**src/rtl/gradient_stepper.sv**
```systemverilog
// Gradient step generator: frame-divided phase animation (wrap or bounce)
// plus a per-line spatial sweep derived from the active-column counter.
module gradient_stepper #(
    parameter int FRAME_DIV = 4,
    parameter int COL_SHIFT = 5,
    parameter int COL_W     = 12
) (
    input  logic       clk,
    input  logic       rstn,
    input  logic       vsync,
    input  logic       de,
    input  logic       en,
    input  logic       pingpong,
    output logic [3:0] step,
    output logic [3:0] phase,
    output logic       frame_tick
);

    typedef enum logic {DIR_UP, DIR_DOWN} dir_t;

    localparam logic [7:0]       FRAME_LAST = 8'(FRAME_DIV - 1);
    localparam logic [COL_W-1:0] COL_MAX    = '1;
    localparam logic [COL_W-1:0] COL_ONE    = COL_W'(1);

    logic             vsync_d_reg;
    logic             frame_tick_reg;
    logic [7:0]       frame_cnt_reg;
    logic [COL_W-1:0] col_reg;
    dir_t             dir_reg;
    logic [3:0]       phase_reg;
    logic [3:0]       step_reg;

    logic             vsync_edge;
    logic             update;
    logic [3:0]       col_bits;

    assign vsync_edge = vsync & ~vsync_d_reg;
    assign update     = vsync_edge & en & (frame_cnt_reg == FRAME_LAST);

    // Column bits that fall past the top of the counter read as zero.
    for (genvar gi = 0; gi < 4; gi++) begin : g_colbit
        if (COL_SHIFT + gi < COL_W) begin : g_in
            assign col_bits[gi] = col_reg[COL_SHIFT+gi];
        end else begin : g_out
            assign col_bits[gi] = 1'b0;
        end
    end

    always_ff @(posedge clk or negedge rstn) begin
        if (!rstn) begin
            vsync_d_reg    <= 1'b0;
            frame_tick_reg <= 1'b0;
            frame_cnt_reg  <= 8'd0;
            col_reg        <= '0;
            dir_reg        <= DIR_UP;
            phase_reg      <= 4'd0;
            step_reg       <= 4'd0;
        end else begin
            vsync_d_reg    <= vsync;
            frame_tick_reg <= vsync_edge;

            if (vsync_edge && en) begin
                frame_cnt_reg <= (frame_cnt_reg == FRAME_LAST) ? 8'd0 : frame_cnt_reg + 8'd1;
            end

            // pingpong only matters at the moment an update fires
            if (update) begin
                if (!pingpong) begin
                    phase_reg <= phase_reg + 4'd1;
                    dir_reg   <= DIR_UP;
                end else if (dir_reg == DIR_UP) begin
                    if (phase_reg == 4'd15) begin
                        phase_reg <= 4'd14;
                        dir_reg   <= DIR_DOWN;
                    end else begin
                        phase_reg <= phase_reg + 4'd1;
                    end
                end else begin
                    if (phase_reg == 4'd0) begin
                        phase_reg <= 4'd1;
                        dir_reg   <= DIR_UP;
                    end else begin
                        phase_reg <= phase_reg - 4'd1;
                    end
                end
            end

            if (!de) begin
                col_reg <= '0;
            end else if (col_reg != COL_MAX) begin
                col_reg <= col_reg + COL_ONE;
            end

            step_reg <= de ? (phase_reg + col_bits) : phase_reg;
        end
    end

    assign step       = step_reg;
    assign phase      = phase_reg;
    assign frame_tick = frame_tick_reg;

endmodule

```
**config.mk**
```make
export PLATFORM = sky130hd
export DESIGN_NAME = gradient_stepper
export DESIGN_NICKNAME = d
export VERILOG_FILES = /design/src/rtl/gradient_stepper.sv
export SDC_FILE = /design/constraint.sdc
export NUM_CORES = 1
export LEC_CHECK = 0
export ABC_CLOCK_PERIOD_IN_PS = 3200
export CORE_ASPECT_RATIO = 0.6
export CORE_MARGIN = 2
export CORE_UTILIZATION = 48
export CTS_BUF_LIST = sky130_fd_sc_hd__clkbuf_16
export DETAILED_ROUTE_END_ITERATION = 12
export MAX_ROUTING_LAYER = met4
export PLACE_DENSITY = 0.68
export SYNTH_ARGS = -nofsm -noshare
export SYNTH_HDL_FRONTEND = slang
export SYNTH_SLANG_ARGS = --single-unit
```
**constraint.sdc**
```tcl
create_clock -name clk -period 3.2 [get_ports clk]
set_input_delay 0.48 -clock clk [delete_from_list [all_inputs] [get_ports clk]]
set_output_delay 0.48 -clock clk [all_outputs]
set_load 0.02 [all_outputs]
```
==> run_results.csv, run 1 <==
group,metric,value,unit
run_status,status,"finished, final reports clean",
yosys,synth-seq-area-share,0.446,
drt,drc,0,
setup_path,crit_type,"register to primary output",
drt,drt_iter0_markers,68,
yosys,synth_nets,185,
drt,ant_nets,0,
cells_and_area,nets,202,
cells_and_area,num_antenna_cells,0,
setup_path,critical_path_required,2720,ps
setup_path,r2r_end,"phase[1]",
sta,fin_setup_tns,0,ps
setup_path,max_stage_delay,680,ps
worst_hold_path,hold_depth,1,
placed_design,hpwl,2540,um
sta,skew,2.10,ps
setup_path,crit_fanout,12,
yosys,yosysWarnings,0,
sta,hold_slack,484,ps
sta,layout_setup_ws,1210,ps
global_routing,grt_overflow_total,0,
yosys,synth-edff-count,0,
cts,cts_resized,0,
die,start_util,0.517,
sta,drv_slew,0,
yosys,netlist_area,0.00174,mm2
setup_path,crit_path_start,"phase[2]",
flow_run,maxCapViolCount,0,
setup_path,cp_slowest_cell,"clkdlybuf4s50_1",
cts,numCtsBuffers,5,
yosys,synth_cells,170,
cells_and_area,fill_cells,267,
sta,layout_min_cycle_time,1990,ps
global_routing,grt_pass1_vias,1246,
drt,wl_per_cell,15.2,um
die,num_io_pins,15,
placed_design,port_buffers,14,
cts,cts_tree,"yes",
sta,slew_headroom,0.664,
placed_design,place_congestion,0.840,
sta,max_freq,503,MHz
yosys,synth.avg_cell_area,10.2,um2
cells_and_area,seqCellArea,776,um2
setup_path,cp_data_arrival_time,1510,ps
global_routing,grt_max_degree,32,
yosys,yosysUniqueCellTypes,52,
die,die_h,50.6,um
worst_hold_path,hold_path_class,"register to register",
cts,clkTransAtPathRegs,50,ps
cts,htree_levels,2,
cells_and_area,final_util,0.613,
yosys,synth_ff_type,"dfrtp_1",
cells_and_area,drive_above_1_share,0.106,
cells_and_area,multiInputGateArea,911,um2
cts,post-cts-setup-buffers,0,
setup_path,endpoint_kind,"primary output",
setup_path,r2r_start,"frame_cnt_reg[0]",
sta,fin_crit_sh,0.621,
cells_and_area,largest_reg_flops,12,
die,row_count,16,
sta,setup_viol,0,
setup_path,critPathLaunchType,"register",
die,die_x,81.7,um
drt,vias_per_cell,5.85,
drt,firstDrtPassIters,5,
placed_design,dpl-instance-area,0.00192,mm2
die,die_area,0.00414,mm2
setup_path,ff2ff_path_depth,4,
placed_design,place_ws,1070,ps
global_routing,track_usage,0.197,
setup_path,r2r_slack,1230,ps
setup_path,crit_path_cell_trace,"clkdlybuf4s50_1",
yosys,ys_ff_latch,31,
sta,rsz0062_at_grt,"no",
setup_path,crit_family,"buffers and inverters",
pwr,p_per_area,635,mW/mm2
global_routing,grt_pass1_wl,5820,um
drt,wl,3540,um
pwr,ir_drop,0.314,mV
worst_hold_path,holdCritStartpoint,"vsync_d_reg",
die,core,0.00336,mm2
drt,via_count,1364,
cts,ctsLongestPathBuffers,2,
sta,hold_viol_final,0,
worst_hold_path,min_to,"frame_tick",
cells_and_area,syn2layout_area_growth,18.6,%
cts,cts_root_buf,"clkbuf_16",
yosys,ys_async_sr_fraction,1.00,
cts,cts_hold_buf,0,
setup_path,cp_num_buf_inv,1,
cells_and_area,stdcell_area,0.00206,mm2
cts,insertion_delay,270,ps
cts,cts.sinks,31,
sta,worst_pin_slew,499,ps
global_routing,antenna_found_initial,0,
pwr,leakagePower,0.917,nW
[through the flow]
step	std cells	total power, mW
6_report	233	1.31
5_1_grt	233	1.39
3_3_place_gp	225	0.869
3_5_place_dp	225	0.882
2_1_floorplan	170	0.744
4_1_cts	233	1.32
[logic make-up (layout without fill, tap and decap cells)]
kind of cell | count (synthesis) | count (layout) | share of synthesized area
AO/OA/AOI/OAI | 38 | 38 | 0.151
XOR/XNOR | 10 | 10 | 0.0504
adder cells (fa/ha/maj) | 9 | 9 | 0.0691
buffers and inverters | 14 | 32 | 0.0302
flip-flops | 31 | 31 | 0.446
multiplexers | 5 | 5 | 0.0309
AND/OR/NAND/NOR | 63 | 63 | 0.222
[power breakdown]
group	switching (mW)	internal (mW)	total, mW
Sequential	0.0771	0.447	0.524
Combinational	0.192	0.162	0.355
Clock	0.152	0.280	0.432
Total	0.421	0.889	1.31
[cell usage in the layout (no fill, tap or decap), drive strengths merged, types with 2 or more instances in the layout]
cell	instances
a211oi	2
a21oi	9
a31oi	3
and3	4
clkbuf	5
clkdlybuf4s50	14
clkinv	2
dfrtp	31
ha	8
inv	10
mux2	3
mux2i	2
nand2	12
nand3	8
nand4	5
nor2	10
nor2b	2
nor3	5
nor4	5
o21ai	5
o22ai	3
o311ai	2
o31a	2
or3	4
xnor2	5
xor2	5
[routing by layer]
| layer | up-vias | part of all wire | global-route usage |
|---|---|---|---|
| li1 | 665 | - | - |
| met1 | 658 | 0.54 | 0.280 |
| met2 | 35 | 0.40 | 0.264 |
| met3 | 6 | 0.053 | 0.0629 |
| met4 | 0 | 0.011 | 0.0639 |
| met5 | - | 0 | - |
[layout make-up]
cell class                      instances  area share
Clock buffer                            5      0.0607
Clock inverter                          3     0.00607
Inverter                                9      0.0164
Multi-Input combinational cell        125       0.442
Sequential cell                        31       0.376
Tap cell                               45      0.0273
Timing Repair Buffer                   15      0.0716
[synthesized netlist by cell type (all sizes together) (3+ instances only)]
cell / number / area, um2
a21oi: 9 / 45.0
a31oi: 3 / 18.8
and3: 4 / 26.3
clkbuf: 5 / 18.8
dfrtp: 31 / 776
ha: 8 / 100
inv: 8 / 30.0
mux2: 3 / 33.8
nand2: 12 / 45.0
nand3: 8 / 52.6
nand4: 5 / 31.3
nor2: 10 / 37.5
nor3: 5 / 36.3
nor4: 5 / 46.3
o21ai: 5 / 25.0
o22ai: 3 / 18.8
or3: 4 / 32.5
xnor2: 5 / 43.8
xor2: 5 / 43.8
[how the worst max path moves through the flow]
| stage | end | slack [ps] | cells after the start |
|---|---|---|---|
| 3_5_place_dp | col_reg[11] | 1070 | 3 |
| 6_report | phase[2] | 1210 | 1 |
| 5_1_grt | phase[1] | 1140 | 4 |
| 3_3_place_gp | phase[1] | 1180 | 4 |
| 4_1_cts | phase[2] | 1230 | 1 |
| 2_1_floorplan | dir_reg | 1360 | 4 |
No activity file was read; power rests on OpenSTA's default activity.
==> inputs of run 2 (changes only) <==
Settings changed: ABC_CLOCK_PERIOD_IN_PS 3200 to 1900.
Clock period 3.2 ns to 1.9 ns, I/O delays scaled along.
==> run_results.csv, run 2 (same netlist as run 1, synthesis figures left out) <==
group,metric,value,unit
placed_design,dpl-instance-area,0.00199,mm2
cells_and_area,nets,213,
die,start_util,0.517,
cts,insertion_delay,270,ps
drt,wl,3710,um
setup_path,cp_data_arrival_time,2030,ps
sta,layout_min_cycle_time,1870,ps
cells_and_area,final_cell_mix,"dfrtp_1, clkdlybuf4s50_1, nand2_1, buf_4, nor2_1",
global_routing,grt_pass1_wl,6370,um
setup_path,endpoint_kind,"register",
cts,cts_tree,"yes",
sta,max_freq,534,MHz
global_routing,grt_pass1_vias,1342,
placed_design,hpwl,2540,um
cts,htree_levels,2,
setup_path,ff2ff_path_depth,4,
cells_and_area,mostFrequentLayoutCell,"dfrtp_1",
pwr,leakagePower,0.965,nW
run_status,status,"finished, final reports clean",
drt,ant_nets,0,
global_routing,track_usage,0.211,
global_routing,grt_max_degree,32,
sta,fin_setup_tns,0,ps
cts,cts_hold_buf,0,
cts,clkTransAtPathRegs,50,ps
flow_run,maxCapViolCount,0,
cts,numCtsBuffers,5,
cells_and_area,final_util,0.642,
cts,cts_root_buf,"clkbuf_16",
cells_and_area,drive_above_1_share,0.167,
sta,setup_viol,0,
global_routing,grt_overflow_total,0,
cells_and_area,largest_reg_flops,12,
sta,skew,2.74,ps
die,die_x,81.7,um
sta,hold_slack,404,ps
die,die_h,50.6,um
cts,cts.sinks,31,
global_routing,antenna_found_initial,0,
cells_and_area,num_antenna_cells,0,
cells_and_area,fill_cells,270,
sta,slew_headroom,0.685,
drt,drc,0,
setup_path,crit_fanout,6,
sta,rsz0062_at_grt,"yes",
placed_design,place_congestion,0.837,
drt,drt_iter0_markers,66,
drt,firstDrtPassIters,4,
sta,hold_viol_final,0,
setup_path,crit_type,"register to register",
pwr,ir_drop,0.633,mV
cts,ctsLongestPathBuffers,2,
placed_design,port_buffers,14,
die,num_io_pins,15,
cells_and_area,syn2layout_area_growth,24.2,%
sta,worst_pin_slew,466,ps
die,core,0.00336,mm2
sta,drv_slew,0,
drt,via_count,1391,
setup_path,critPathLaunchType,"register",
die,die_area,0.00414,mm2
die,row_count,16,
sta,fin_crit_sh,0.986,
cells_and_area,stdcell_area,0.00216,mm2
pwr,p_per_area,1080,mW/mm2
drt,wl_per_cell,15.3,um
worst_hold_path,hold_path_class,"input pin to asynchronous set/reset pin",
drt,vias_per_cell,5.72,
setup_path,critical_path_required,2060,ps
run 2: cell count changes in the layout (fill, tap and decap cells not counted):
| cell | previous run | this run |
|---|---|---|
| nor4_1 | 4 | 3 |
| buf_4 | 1 | 12 |
| ha_4 | 0 | 1 |
| ha_1 | 8 | 7 |
| o21ai_0 | 5 | 4 |
| clkinv_1 | 1 | 2 |
| inv_1 | 10 | 8 |
| nor4_2 | 0 | 1 |
| o21ai_1 | 0 | 1 |
run 2: worst paths after layout:
check                                  from          to  slack, ps
hold reg to reg                 vsync_d_reg  frame_tick        440
max in group asynchronous              rstn  col_reg[2]       1210
hold / removal                         rstn     dir_reg        400
setup reg to reg           frame_cnt_reg[1]    phase[1]         30
setup / recovery           frame_cnt_reg[1]    phase[1]         30
min in group clk                vsync_d_reg  frame_tick        440
run 2: metrics by stage:
step	total power, mW	setup WS, ps	std cells
final	2.32	26.5	243
after global routing	2.46	-42.4	243
after CTS	2.27	55.1	241
after detailed placement	1.53	3.20	234
after global placement	1.51	45.9	234
after floorplan	1.25	62.0	170
run 2: repair_timing:
| item | in CTS | in global routing |
|---|---|---|
| resized for setup | 0 | 4 |
| gates cloned | 0 | 0 |
| buffers inserted | 0 | 2 |
| pin swaps | 1 | 2 |
| endpoints found under the setup margin | 2 | 5 |
run 2: power breakdown:
part	internal, mW	switching (mW)
registers	0.752	0.126
clock network	0.470	0.271
logic	0.336	0.367
run 2: critical path, stage by stage, from the launching register on:
cell and delay (ps):
dfrtp_1 410, ha_4 160, or4b_4 510, nor3_4 310, mux2_2 370
run 2: metal layers:
layer  wire length (um)  vias to the layer above  GRT usage
met1               2000                      662      0.311
met2               1470                       41      0.286
met5                  0                        -          -
met4                 12                        0     0.0528
li1                   -                      686          -
met3                220                        2     0.0594
run 2: area by class of cell:
| type | instances | area, um2 | share of cell area |
|---|---|---|---|
| multi-input cells | 125 | 930 | 0.430 |
| flip-flops and latches | 31 | 776 | 0.359 |
| repair buffers | 26 | 230 | 0.107 |
| clock buffers | 5 | 125 | 0.0579 |
| well taps | 45 | 56.3 | 0.0261 |
| inverters | 9 | 33.8 | 0.0156 |
| clock inverters | 2 | 8.76 | 0.00406 |
==> inputs of run 3 (changes only) <==
Settings changed: GPL_ROUTABILITY_DRIVEN set to 1.
==> results of run 3 <==
Same layout as run 2: the final DEF is identical, and so are final timing and power.
